File: src/rtl/traffic_attr_buffer.sv
// Header-attribute capture FIFO: filters accepted headers, timestamps them and queues records (FWFT).
// Define TRAFFIC_ATTR_STATS_EN to build the saturating accept/drop counters.
module traffic_attr_buffer #(
   parameter int         DEPTH_LOG2   = 4,
   parameter int         TIMESTAMP_W  = 32,
   parameter logic [7:0] FILTER_PROTO = 8'd17,
   parameter bit         FILTER_ANY   = 1'b1
) (
   input  logic                   clk125MHz,
   input  logic                   rst,
   input  logic                   s_hdr_valid,
   output logic                   s_hdr_ready,
   input  logic [15:0]            s_ip_length,
   input  logic [7:0]             s_ip_protocol,
   input  logic [15:0]            s_udp_source_port,
   input  logic [15:0]            s_udp_dest_port,
   input  logic                   s_payload_tvalid,
   output logic                   s_payload_tready,
   input  logic                   s_payload_tlast,
   output logic                   m_attr_valid,
   input  logic                   m_attr_ready,
   output logic [15:0]            m_attr_length,
   output logic [7:0]             m_attr_protocol,
   output logic [15:0]            m_attr_source_port,
   output logic [15:0]            m_attr_dest_port,
   output logic [TIMESTAMP_W-1:0] m_attr_timestamp,
   output logic [DEPTH_LOG2:0]    fill_level,
   output logic [15:0]            accept_count,
   output logic [15:0]            drop_count
);

   localparam int REC_W = 56 + TIMESTAMP_W;
   localparam logic [DEPTH_LOG2:0] DEPTH_L = {1'b1, {DEPTH_LOG2{1'b0}}};
   localparam logic [0:0] ST_IDLE  = 1'b0;
   localparam logic [0:0] ST_DRAIN = 1'b1;

   logic [0:0]             state_q, state_d;
   logic [DEPTH_LOG2-1:0]  wr_ptr_q, wr_ptr_d;
   logic [DEPTH_LOG2-1:0]  rd_ptr_q, rd_ptr_d;
   logic [DEPTH_LOG2:0]    fill_q, fill_d;
   logic [TIMESTAMP_W-1:0] ts_q, ts_d;
   logic [REC_W-1:0]       mem [DEPTH_L];
   logic [REC_W-1:0]       head;
   logic                   hdr_accept, hdr_match, full, empty, push, pop;

   always_comb begin
      hdr_accept = s_hdr_valid && (state_q == ST_IDLE);
      hdr_match  = FILTER_ANY || (s_ip_protocol == FILTER_PROTO);
      full       = (fill_q == DEPTH_L);
      empty      = (fill_q == '0);
      // Space is judged on the start-of-cycle fill, so a same-cycle pop never rescues a write.
      push       = hdr_accept && hdr_match && !full;
      pop        = !empty && m_attr_ready;

      state_d = state_q;
      case (state_q)
         ST_IDLE:  if (hdr_accept && (s_ip_length > 16'd28)) state_d = ST_DRAIN;
         ST_DRAIN: if (s_payload_tvalid && s_payload_tlast) state_d = ST_IDLE;
         default:  state_d = ST_IDLE;
      endcase

      wr_ptr_d = push ? wr_ptr_q + DEPTH_LOG2'(1) : wr_ptr_q;
      rd_ptr_d = pop  ? rd_ptr_q + DEPTH_LOG2'(1) : rd_ptr_q;
      fill_d   = fill_q;
      if (push && !pop)      fill_d = fill_q + (DEPTH_LOG2+1)'(1);
      else if (!push && pop) fill_d = fill_q - (DEPTH_LOG2+1)'(1);
      ts_d = ts_q + TIMESTAMP_W'(1);
   end

   always_ff @(posedge clk125MHz or posedge rst) begin
      if (rst) begin
         state_q  <= ST_IDLE;
         wr_ptr_q <= '0;
         rd_ptr_q <= '0;
         fill_q   <= '0;
         ts_q     <= '0;
      end else begin
         state_q  <= state_d;
         wr_ptr_q <= wr_ptr_d;
         rd_ptr_q <= rd_ptr_d;
         fill_q   <= fill_d;
         ts_q     <= ts_d;
      end
   end

   // Record storage is not reset; the empty gate below hides stale contents.
   always_ff @(posedge clk125MHz) begin
      if (push)
         mem[wr_ptr_q] <= {s_ip_length, s_ip_protocol, s_udp_source_port, s_udp_dest_port, ts_q};
   end

   assign head = empty ? '0 : mem[rd_ptr_q];
   assign {m_attr_length, m_attr_protocol, m_attr_source_port, m_attr_dest_port, m_attr_timestamp} = head;
   assign m_attr_valid     = !empty;
   assign fill_level       = fill_q;
   assign s_hdr_ready      = (state_q == ST_IDLE);
   assign s_payload_tready = (state_q == ST_DRAIN);

`ifdef TRAFFIC_ATTR_STATS_EN
   logic [15:0] accept_q, accept_d, drop_q, drop_d;
   logic        drop;

   always_comb begin
      drop     = hdr_accept && hdr_match && full;
      accept_d = (push && accept_q != 16'hFFFF) ? accept_q + 16'd1 : accept_q;
      drop_d   = (drop && drop_q != 16'hFFFF) ? drop_q + 16'd1 : drop_q;
   end

   always_ff @(posedge clk125MHz or posedge rst) begin
      if (rst) begin
         accept_q <= '0;
         drop_q   <= '0;
      end else begin
         accept_q <= accept_d;
         drop_q   <= drop_d;
      end
   end

   assign accept_count = accept_q;
   assign drop_count   = drop_q;
`else
   assign accept_count = '0;
   assign drop_count   = '0;
`endif

endmodule

File: config.mk
export PLATFORM = sky130hd
export DESIGN_NAME = traffic_attr_buffer
export DESIGN_NICKNAME = d
export VERILOG_FILES = /design/src/rtl/traffic_attr_buffer.sv
export SDC_FILE = /design/constraint.sdc
export NUM_CORES = 1
export LEC_CHECK = 0
export BUFFER_PORTS_ARGS = -buffer_cell sky130_fd_sc_hd__buf_2
export CAP_MARGIN = 20
export CORE_ASPECT_RATIO = 1.25
export CORE_MARGIN = 3
export CORE_UTILIZATION = 38
export CTS_BUF_LIST = sky130_fd_sc_hd__clkbuf_2 sky130_fd_sc_hd__clkbuf_4 sky130_fd_sc_hd__clkbuf_8
export DETAILED_ROUTE_END_ITERATION = 10
export GPL_TIMING_DRIVEN = 0
export PLACE_DENSITY_LB_ADDON = 0.12
export SETUP_SLACK_MARGIN = 0.15
export SYNTH_ARGS = -nofsm -noshare
export SYNTH_HDL_FRONTEND = slang
export SYNTH_SLANG_ARGS = --single-unit
export TNS_END_PERCENT = 5
File: constraint.sdc
create_clock -name clk125MHz -period 7.7 [get_ports clk125MHz]
set_input_delay 0.77 -clock clk125MHz [delete_from_list [all_inputs] [get_ports clk125MHz]]
set_output_delay 0.77 -clock clk125MHz [all_outputs]
set_load 0.02 [all_outputs]
==> flow_summary_export.csv <==
group,metric,value,unit
run_status,status,"finished clean",
pwr,vdd_drop_max,0.1969,mV
yosys,ys_types,39,
yosys,avgSynthCellArea,23.37,µm²
sta,tightest_slew,1.128,ns
clocking,cts_buffer_depth,3,
floorplanning,chipWidth,349.7,µm
floorplanning,core,146500,µm²
routing,wl_per_cell,29.26,µm
sta,timing.final.crit_period,5.451,ns
pwr,p_seq_share,38.9,%
yosys,netlist_area,56120,µm²
floorplanning,die-area,152400,µm²
routing,via_per_inst,5.335,
setup_path,crit_path_start_kind,"register",
sta,rsz0062_at_grt,"no",
routing,num_vias,26530,
worst_hold_path,hp-class,"in -> reg",
grt,grt_pass1_wl,207.8,mm
grt,antenna_found_initial,10,
floorplanning,num_io_pins,190,
sta,finalSetupViolCount,0,
clocking,root_buffer,"clkbuf_8",
pwr,swShare,32.23,%
yosys,ys_ff_latch,1454,
pwr,power_frac_comb,32.8,%
sta,fin_crit_sh,70.79,%
pwr,p_total,23.53,mW
final_layout,final_common_cell,"edfxtp_1",
clocking,clkLatencyLatePin,0.93,ns
placement,pre_cts_ws,3.067,ns
grt,first_global_vias,28960,
grt,global_route.overflow_total,0,
routing,drt_iter0_drc,2087,
final_layout,area_delta_synth_final,16.27,%
pwr,switching_power,7.583,mW
yosys,synth_warnings,0,
sta,skew,0.03300,ns
grt,grt_use_total,19.26,%
placement,dp_hpwl,86.72,mm
clocking,clk_pin_slew,0.06,ns
floorplanning,rows,157,
sta,max_freq,183.5,MHz
setup_path,worstSetupEndpointType,"output pin",
sta,layout_setup_ws,2.249,ns
pwr,clkPwrFrac,28.3,%
pwr,p_int,15.95,mW
routing,drtAntennaViolNets,0,
setup_path,criticalPathCategory,"reg -> out",
clocking,cts_resized,0,
clocking,cts_tree,"yes",
clocking,h-tree-depth,4,
grt,grt_max_degree,41,
setup_path,worstPathArrival,4.68,ns
floorplanning,chipHeight,435.7,µm
setup_path,cp.required,6.93,ns
sta,worst_slew_margin_rel,24.83,%
placement,gp_congestion,0.6946,
routing,first_pass_iters,5,
final_layout,layout_common_cells,"1408 x edfxtp_1, 352 x mux4_2, 234 x clkbuf_8, 182 x buf_2, 178 x mux2_2",
floorplanning,initial_core_util,38.30,%
run,drv_cap,0,
yosys,syn_inst,2401,
sta,final_hold_viol_count,0,
routing,drc,0,
routing,routed_wl,145.5,mm
final_layout,final_net_count,2941,
pwr,p_leak,21.60,nW
yosys,yosysSeqAreaShare,77.39,%
sta,drv_slew,0,
clocking,cts_buffers,226,
pwr,power_density,360.6,nW/µm²
setup_path,crit_fanout,10,
placement,io_buffers,157,
final_layout,drive_gt1_share,38.80,%
clocking,clkSinkCount,1454,
==> final timing paths <==
| kind | from | endpoint | slack (ns) | cells past startpoint |
|---|---|---|---|---|
| worst max-delay path | rd_ptr_q[3] | m_attr_timestamp[29] | 2.25 | 6 |
| max in group asynchronous | rst | ts_q[0] | 6.76 | 4 |
| min in group asynchronous | rst | rd_ptr_q[2] | 0.40 | 3 |
| worst min register to register | s_payload_tready | s_payload_tready | 0.54 | 1 |
| worst min-delay path | s_payload_tlast | s_payload_tready | 0.13 | 3 |
| worst max register to register | fill_level[1] | mem[15][43] | 4.36 | 6 |
==> stage by stage <==
step           hold WS [ns]  instance area [µm²]  cells  setup TNS, ns  util, %
2_1_floorplan        0.4935                56240   2432              0        -
3_3_place_gp         0.5071                59410   4497       -1353.66    40.54
3_5_place_dp         0.5260                60580   4547              0    41.34
4_1_cts           0.0005387                65240   4967              0    44.52
5_1_grt             0.04377                65240   4968              0    44.52
6_report             0.1275                65250   4972              0    44.53
==> layout make-up <==
class	count	area, µm²
flip-flops and latches	1454	43430
clock inverters	133	1032
multi-input cells	811	11990
plain buffers	153	819.5
diodes	5	12.51
repair buffers	208	1909
well taps	1908	2387
fillers	12460	81290
clock buffers	286	3611
inverters	14	52.55
==> sequential cells by signal (all words and copies together), names as in the netlist <==
name and cells:
wr_ptr_q 4, ts_q 32, mem 1408, s_payload_tready 1
rd_ptr_q 4, fill_level 5
==> worst max-delay path, cell delays in order, from the launching register on <==
cell and delay, ns:
dfrtp_1 0.32, clkbuf_1 0.73, clkbuf_1 0.90, clkbuf_1 0.85, mux2_2 0.42, a22o_1 0.30
buf_2 0.21
==> layer usage <==
layer	wire length (µm)	GRT usage, %	vias to the layer above
li1	-	-	11110
met1	58880	24.70	14400
met2	74950	33.13	781
met3	7993	3.887	234
met4	3661	5.678	2
met5	15	0	-
==> cells in the mapped netlist <==
library cell | count | share of area, %
xnor2_1 | 22 | 0.34
a21oi_1 | 3 | 0.027
nand2b_1 | 2 | 0.022
nor4_2 | 1 | 0.022
ha_1 | 10 | 0.22
or4_1 | 1 | 0.013
nand2_1 | 16 | 0.11
mux2_2 | 178 | 3.6
and4_1 | 4 | 0.062
nand4_1 | 5 | 0.056
buf_2 | 25 | 0.22
clkbuf_1 | 64 | 0.43
and2_1 | 17 | 0.19
fa_1 | 1 | 0.036
a21o_1 | 2 | 0.027
dfrtp_1 | 46 | 2.1
nor3_1 | 10 | 0.089
edfxtp_1 | 1408 | 75
and3_1 | 5 | 0.056
o21ai_0 | 3 | 0.027
nor2b_1 | 1 | 0.011
nor4_1 | 5 | 0.056
nor2_1 | 12 | 0.080
mux4_2 | 352 | 14
o21ai_1 | 1 | 0.0089
conb_1 | 1 | 0.0067
o2bb2ai_1 | 1 | 0.016
buf_4 | 41 | 0.55
xor2_1 | 18 | 0.28
buf_1 | 15 | 0.10
mux2i_1 | 1 | 0.018
nor3b_1 | 1 | 0.013
inv_1 | 14 | 0.094
nand3b_1 | 1 | 0.013
buf_6 | 8 | 0.16
a22o_1 | 88 | 1.4
nand3_1 | 15 | 0.13
and3b_1 | 2 | 0.031
o2111ai_1 | 1 | 0.016
==> power by group through the flow <==
stage	clock [mW]	combinational (mW)	sequential, mW
2_1_floorplan	0	4.97	9.34
3_3_place_gp	0	7.79	9.40
5_1_grt	7.18	8.28	9.18
3_5_place_dp	0	7.98	9.32
6_report	6.66	7.72	9.15
4_1_cts	6.84	8.00	9.15
==> repair_timing <==
| item | 4_1_cts | 5_1_grt |
|---|---|---|
| setup buffers | 0 | 0 |
| hold endpoints to repair | 14 | 0 |
| hold buffers | 1 | 0 |
==> logic make-up after synthesis <==
logic type / share of synthesized area [%]
xor gates and xnor gates: 0.6243
other: 0.006682
AOI/OAI and AO/OA: 1.494
adders and majority gates: 0.2586
buffers and inverters: 1.554
muxes: 17.72
and+or+nand+nor: 0.9565
DFF: 77.39
Note: power is estimated with default switching activity, not from simulation.
